File: config.mk
export PLATFORM = sky130hd
export DESIGN_NAME = reg_serializer
export DESIGN_NICKNAME = d
export VERILOG_FILES = /design/src/rtl/reg_serializer.sv
export SDC_FILE = /design/constraint.sdc
export NUM_CORES = 1
export LEC_CHECK = 0
export CAP_MARGIN = 5
export CORE_ASPECT_RATIO = 1.5
export CORE_MARGIN = 1.5
export CORE_UTILIZATION = 35
export CTS_CLUSTER_SIZE = 20
export DETAILED_ROUTE_END_ITERATION = 10
export SLEW_MARGIN = 20
export SYNTH_ARGS = -nofsm -noshare
export SYNTH_HDL_FRONTEND = slang
export SYNTH_SLANG_ARGS = --single-unit
File: constraint.sdc
create_clock -name clk -period 2.13 [get_ports clk]
set_input_delay 0.426 -clock clk [delete_from_list [all_inputs] [get_ports clk]]
set_output_delay 0.426 -clock clk [all_outputs]
set_load 0.05 [all_outputs]
File: src/rtl/reg_serializer.sv
// Parallel-to-serial converter with valid/ready handshakes on both sides.
// A captured word is shifted out one bit per accepted transfer, then a
// one-cycle DONE state pulses done before the block accepts another word.
module reg_serializer #(
  parameter int N         = 8,
  parameter bit LSB_FIRST = 1'b1
) (
  input  logic         clk,
  input  logic         rst,
  input  logic         load_valid,
  output logic         load_ready,
  input  logic [N-1:0] load_data,
  output logic         ser_out,
  output logic         ser_valid,
  input  logic         ser_ready,
  output logic         busy,
  output logic         done
);

  // Counter must reach N-1; N=1 still needs a 1-bit register.
  localparam int CW = (N > 1) ? $clog2(N) : 1;
  localparam logic [CW-1:0] LAST = CW'(N - 1);

  typedef enum logic [1:0] {IDLE, SHIFT, DONE} state_t;

  state_t         state, state_nxt;
  logic [N-1:0]   sreg;
  logic [CW-1:0]  cnt;
  logic           load_fire, bit_fire;

  assign load_fire = load_valid & load_ready;
  assign bit_fire  = ser_valid & ser_ready;

  // State register; reset forces IDLE immediately so outputs follow without a clock.
  always_ff @(posedge clk or posedge rst) begin
    if (rst) state <= IDLE;
    else     state <= state_nxt;
  end

  // Next-state and Moore outputs; ser_ready only matters in SHIFT.
  always_comb begin
    state_nxt  = state;
    load_ready = 1'b0;
    ser_valid  = 1'b0;
    busy       = 1'b0;
    done       = 1'b0;
    ser_out    = 1'b0;
    case (state)
      IDLE: begin
        load_ready = 1'b1;
        if (load_valid) state_nxt = SHIFT;
      end
      SHIFT: begin
        ser_valid = 1'b1;
        busy      = 1'b1;
        ser_out   = LSB_FIRST ? sreg[0] : sreg[N-1];
        if (ser_ready && cnt == LAST) state_nxt = DONE;
      end
      DONE: begin
        busy      = 1'b1;
        done      = 1'b1;
        state_nxt = IDLE;
      end
      default: state_nxt = IDLE;
    endcase
  end

  // Shift register and bit counter; both hold while the consumer stalls.
  always_ff @(posedge clk or posedge rst) begin
    if (rst) begin
      sreg <= '0;
      cnt  <= '0;
    end else if (load_fire) begin
      sreg <= load_data;
      cnt  <= '0;
    end else if (bit_fire) begin
      sreg <= LSB_FIRST ? (sreg >> 1) : (sreg << 1);
      // Parks at N-1 on the final bit instead of wrapping.
      if (cnt != LAST) cnt <= cnt + CW'(1);
    end
  end

endmodule
* After elaboration in Yosys (flattened, before gate mapping)
Cells that the tools add are included.
Storage, ports and cells: register bits after elaboration 13, logic and storage cells 32
Cells by class: add/subtract/negate cells 1, equality and inequality tests 6, muxes and demuxes 13, bitwise gates (word level) 2, reduce and logical (&&, ||, !) cells 7
Operators with widths (number):
- 8-bit 2-to-1 mux | 2
- 3-bit 2-to-1 mux | 3
- 1-bit 2-to-1 mux | 5
- 2-bit 2-to-1 mux | 2
- 2-bit != test (second input constant) | 2
- 2-bit case mux with 2 select lines | 1
- 2-bit AND reduction | 2
- 2-bit nonzero test | 2
- 3-bit by 1-bit adder with 3-bit output (second input constant) | 1
- 3-bit == test (second input constant) | 1
- 3-bit != test (second input constant) | 1
- 1-bit AND | 2
- 2-bit by 1-bit == test with 1-bit output (second input constant) | 1
- 2-bit == test (second input constant) | 1
- 2-bit logical NOT | 1
- 2-bit OR reduction | 1
- 1-bit logical AND | 1

* Longest topological paths before layout
Gate-level depths: netlist of the first run.
depth in word-level cells 5, depth in mapped cells 7, gate-level depth less buffers 5

* Worst setup path before layout of the first run
OpenSTA, ideal clock, no wires.
path kind register to output, from reg state[1], to out ser_out, data arrival time 1.523 ns, data required time 1.704 ns, setup slack 0.181 ns, stages on the path, launching flop included 4, cells stage by stage dfrtp_1 -> inv_1 -> ha_1 -> and2_1
Between the ends: cells in the longest elaborated chain, start to end 2
Ends and longest elaborated chain:
- start, declared | line 26 | state_t state, state_nxt;
- start signal, assigned | line 37 | else state <= state_nxt;
- 2-bit by 1-bit == test with 1-bit output | line 48 | case (state)
- 1-bit 2-to-1 mux | line 48
- end, declared | line 13 | output logic ser_out,
No other way between the ends.

* Worst setup path after layout of the first run
Same ends and word-level chain as after synthesis.

==> results of run 1 <==
==> sequential cells by signal, indices dropped and copies added (netlist names) <==
register / count
cnt: 3
state: 2
sreg: 8
==> how the worst max path moves through the flow <==
stage              start        to  depth (start not counted)
5_1_grt         state[1]   ser_out                          4
6_report        state[1]   ser_out                          4
3_5_place_dp   ser_ready  state[0]                          4
3_3_place_gp   ser_ready  state[0]                          4
4_1_cts         state[1]   ser_out                          4
2_1_floorplan   state[1]   ser_out                          3
==> Yosys cell counts, drive strengths merged <==
master,instances,area [um^2]
dfrtp,13,325
nor2b,1,8.76
buf,2,40.0
mux2i,9,90.1
inv,3,11.3
and2,2,15.0
nand2,11,96.4
a21oi,1,5.00
nor2,3,18.8
ha,6,75.1
nand3b,1,7.51
mux2,1,11.3
o21a,1,7.51
o21ai,9,71.3
xor2,1,8.76
==> metal layers <==
metal / share of wire, % / up-vias / global-route usage (%)
met2: 53 / 15 / 20.1
met4: 1.5 / 0 / 8.29
met3: 6.6 / 2 / 2.35
met5: 0 / - / 0
li1: - / 254 / -
met1: 39 / 225 / 12.5
==> power by group <==
| part | total (mW) | switching [mW] | internal (mW) | leakage (nW) |
|---|---|---|---|---|
| registers | 0.401 | 0.0534 | 0.348 | 0.165 |
| clock network | 0.150 | 0.0774 | 0.0724 | 0.0150 |
| logic | 0.650 | 0.383 | 0.267 | 0.323 |
| total | 1.20 | 0.514 | 0.687 | 0.503 |
==> final cells by class <==
class	count	area (um^2)	share of cell area [%]
Timing Repair Buffer	16	160	16.6
Multi-Input combinational cell	46	415	43.0
Inverter	3	11.3	1.17
Sequential cell	13	325	33.7
Clock buffer	4	26.3	2.72
Tap cell	22	27.5	2.85
==> kinds of logic (layout without fill, tap and decap cells) <==
family                   count (synthesis)  count (layout)  share of synthesized area [%]
AO/OA/AOI/OAI                           11              11                           10.6
XOR/XNOR                                 1               1                           1.11
adder cells (fa/ha/maj)                  6               6                           9.48
buffers and inverters                    5              23                           6.48
flip-flops                              13              13                           41.1
multiplexers                            10              10                           12.8
AND/OR/NAND/NOR                         18              18                           18.5
==> stage by stage <==
step / utilization (%) / hold WS (ps)
3_3_place_gp: 45.2 / 501
6_report: 46.5 / 470
5_1_grt: 46.5 / 523
2_1_floorplan: - / 303
4_1_cts: 46.5 / 487
3_5_place_dp: 45.2 / 514
==> critical path: stages, from the launching register on <==
cell     delay (ps)
dfrtp_1         380
inv_1           120
ha_1            280
and2_1          200
buf_12          140
==> qor.yml, run 1 <==
dpl_cell_area_um2: 940
final_nets: 101
n_antenna_cell: 0
root_buffer: "clkbuf_4"
cts_tree: "yes"
vias: 496
fmax_mhz: 550
crit_fanout: 6
synth_seq_area_share_pct: 41.1
maxSlewViolCount: 0
core_area_mm2: 0.00208
syn_area_um2: 792
clkLatencyLatePin_ps: 270
final_common_cell: "dfrtp_1"
synth_cell_type_count: 20
min-delay-path-class: "in2async"
overflow: 0
r2r_start: "cnt[0]"
p_leak_nw: 0.503
ys_ff_latch: 13
tns_ps: 0
first_pass_iters: 2
power_mw: 1.20
gp_congestion: 0.744
final_cell_mix: "dfrtp_1 (13), clkdlybuf4s50_1 (11), mux2i_1 (9), nand2_4 (7), o21ai_2 (7)"
grt_pass1_vias: 499
end_kind: "primary output"
synth_nets: 82
initial_core_util_pct: 38.1
r2r_cells: 5
clockBufferDepth: 2
ir_worst_vdd_uv: 434
syn2layout_area_growth_pct: 22.0
cp-start-kind: "register"
finalNonFillerCells: 104
drc: 0
critPathKind: "reg2out"
top_level_ports: 17
row_count: 20
antenna_found_initial: 0
hpwl_um: 928
die_w_um: 41.8
cp_data_arrival_time_ps: 1390
hold_buffers: 0
cts_buffers: 3
post_cts_buffers: 0
place_ws_ps: 493
fillCellCount: 219
layout-drive-gt1-share_pct: 34.1
grt_max_degree: 20
r2r_end: "cnt[1]"
die_area_mm2: 0.00256
routed_wl_um: 1210
port_buffers: 16
yosys_warnings: 0
avgRoutedWirePerCell_um: 11.6
viasPerCell: 4.77
finish.instance_area_um2: 966
ant_nets: 0
clkSlewWorstSetupHoldPaths_ps: 80
maxSlewHeadroom_pct: 67.0
fin_crit_sh_pct: 85.3
cts_resized: 0
power_density_mw_per_mm2: 1240
htreeDepth: 1
fin_ws_ps: 313
rrSetupSlack_ps: 700
fin_crit_ps: 1820
hold_violations: 0
die_y_um: 61.3
grt_usage_pct: 11.5
dp_cells: 100
rsz0062_at_grt: "no"
syn_avg_cell_area_um2: 12.4
grt_pass1_wl_um: 2160
worst_pin_slew_ps: 494
max_cap_viol_count: 0
cp.required_ps: 1700
finalSetupViolCount: 0
outcome: "complete, no violations"
synthCells: 64
fin_skew_ps: 1.59
clkSinkCount: 13
drt-initial-drc-count: 6
(Power assumes the default switching activity.)
==> inputs of run 2 (changes only) <==
SLEW_MARGIN = 40   (was 20)
==> results of run 2 <==
No change in the layout: final DEF, timing and power equal those of run 1.
==> inputs of run 3 (changes only) <==
DONT_BUFFER_PORTS = 1   (was not set)
==> run 3 against run 2 <==
Core utilization down 6.0 points. Critical path depth unchanged. Fmax is 0.38% lower. Critical path type unchanged.
==> qor.yml, run 3 (same netlist as run 1, synthesis figures left out) <==
cts_tree: "yes"  # unchanged
critPathKind: "reg2out"  # unchanged
p_leak_nw: 0.450  # was 0.503 nW
drt-initial-drc-count: 7  # was 6
antenna_found_initial: 0  # unchanged
end_kind: "primary output"  # unchanged
clkSlewWorstSetupHoldPaths_ps: 80  # about the same
row_count: 20  # unchanged
rsz0062_at_grt: "no"  # unchanged
fillCellCount: 219  # unchanged
n_antenna_cell: 0  # unchanged
clkLatencyLatePin_ps: 270  # about the same
tns_ps: 0  # unchanged
syn2layout_area_growth_pct: 6.16  # was 22.0%
outcome: "complete, no violations"  # unchanged
ir_worst_vdd_uv: 570  # was 434 uV
grt_max_degree: 20  # unchanged
initial_core_util_pct: 38.1  # unchanged
largest_registers: "sreg x8, cnt x3, state x2"  # unchanged
clkSinkCount: 13  # unchanged
die_y_um: 61.3  # unchanged
worst_pin_slew_ps: 491  # was 494 ps
routed_wl_um: 1110  # was 1210 um
maxSlewHeadroom_pct: 67.3  # was 67.0%
p_int_mw: 0.664  # was 0.687 mW
drc: 0  # unchanged
swShare_pct: 43.3  # was 42.8%
cp-start-kind: "register"  # unchanged
cp_data_arrival_time_ps: 1400  # was 1390 ps
hpwl_um: 855  # was 928 um
cp.required_ps: 1700  # about the same
clockBufferDepth: 2  # unchanged
pwr-share-comb_pct: 53.1  # was 54.1%
finalSetupViolCount: 0  # unchanged
power_switching_mw: 0.506  # was 0.514 mW
crit_fanout: 6  # unchanged
cpPeakStageDelay_ps: 380  # about the same
post_cts_buffers: 0  # unchanged
ant_nets: 0  # unchanged
path_buf_inv: 2  # unchanged
startpoint: "state[1]"  # unchanged
power_density_mw_per_mm2: 1390  # was 1240 mW/mm^2
fin_skew_ps: 3.48  # was 1.59 ps
cp_slowest_cell: "dfrtp_1"  # unchanged
die_w_um: 41.8  # unchanged
grt_usage_pct: 10.3  # was 11.5%
grt_pass1_wl_um: 1880  # was 2160 um
grt_pass1_vias: 447  # was 499
maxSlewViolCount: 0  # unchanged
final_nets: 88  # was 101
top_level_ports: 17  # unchanged
r2r_cells: 5  # unchanged
viasPerCell: 5.11  # was 4.77
r2r_end: "cnt[2]"  # was cnt[1]
gp_congestion: 0.773  # was 0.744
fin_crit_sh_pct: 85.6  # was 85.3%
hold_buffers: 0  # unchanged
regMostFlops: "sreg"  # unchanged
power_mw: 1.17  # was 1.20 mW
clkPwrFrac_pct: 12.7  # was 12.5%
r2r_start: "cnt[0]"  # unchanged
fin_crit_ps: 1820  # about the same
fmax_mhz: 548  # was 550 MHz
cts_buffers: 3  # unchanged
cts_resized: 0  # unchanged
port_buffers: 0  # was 16
p_seq_share_pct: 34.2  # was 33.4%
first_pass_iters: 2  # unchanged
core_area_mm2: 0.00208  # unchanged
hold_violations: 0  # unchanged
crit_family: "flip-flops"  # unchanged
overflow: 0  # unchanged
die_area_mm2: 0.00256  # unchanged
largest_reg_flops: 8  # unchanged
final_cell_mix: "dfrtp_1 (13), mux2i_1 (9), nand2_4 (7), o21ai_2 (7), ha_1 (6)"  # was dfrtp_1 (13), clkdlybuf4s50_1 (11), mux2i_1 (9), nand2_4 (7), o21ai_2 (7)
root_buffer: "clkbuf_4"  # unchanged
final_common_cell: "dfrtp_1"  # unchanged
max_cap_viol_count: 0  # unchanged
worstPathCellList: "inv_1 -> ha_1 -> and2_1 -> buf_12"  # unchanged
vias: 465  # was 496
min-delay-path-class: "in2async"  # unchanged
layout-drive-gt1-share_pct: 37.7  # was 34.1%
rrSetupSlack_ps: 700  # about the same
avgRoutedWirePerCell_um: 12.2  # was 11.6 um
htreeDepth: 1  # unchanged
## run 3: power groups by stage
stage	sequential, mW	clock [mW]	combinational, mW
finish	0.400	0.149	0.621
global route	0.416	0.170	0.672
CTS	0.402	0.153	0.632
detailed placement	0.408	0	0.627
global placement	0.406	0	0.619
floorplan	0.393	0	0.563
## run 3: area by class of cell
type	instances	area, um^2	share of cell area [%]
timing repair buffer	3	35.0	4.17
sequential	13	325	38.7
tap	22	27.5	3.27
multi-input combinational	46	415	49.4
clock buffer	4	26.3	3.13
inverter	3	11.3	1.34
## run 3: per-stage QoR
| step | hold WS, ps | util [%] | worst slack (ps) | instances | area, um^2 |
|---|---|---|---|---|---|
| after global routing | 68.3 | 40.5 | 228 | 91 | 841 |
| after CTS | 70.5 | 40.5 | 304 | 91 | 841 |
| after global placement | 368 | 39.2 | 650 | 87 | 815 |
| final | 49.4 | 40.5 | 306 | 91 | 841 |
| after detailed placement | 366 | 39.2 | 609 | 87 | 815 |
| after floorplan | 303 | - | 181 | 64 | 792 |
## run 3: worst max-delay path by stage
| stage | end | slack (ps) | depth (start not counted) |
|---|---|---|---|
| floorplan | ser_out | 180 | 3 |
| global placement | ser_out | 650 | 4 |
| detailed placement | ser_out | 610 | 4 |
| CTS | ser_out | 300 | 4 |
| global route | ser_out | 230 | 4 |
| finish | ser_out | 310 | 4 |
## run 3: metal layers
metal,routed length (um),up-vias,GRT usage [%]
met4,26,0,9.68
met5,0,-,0
met2,545,16,17.2
li1,-,226,-
met1,463,219,10.9
met3,77,4,2.35
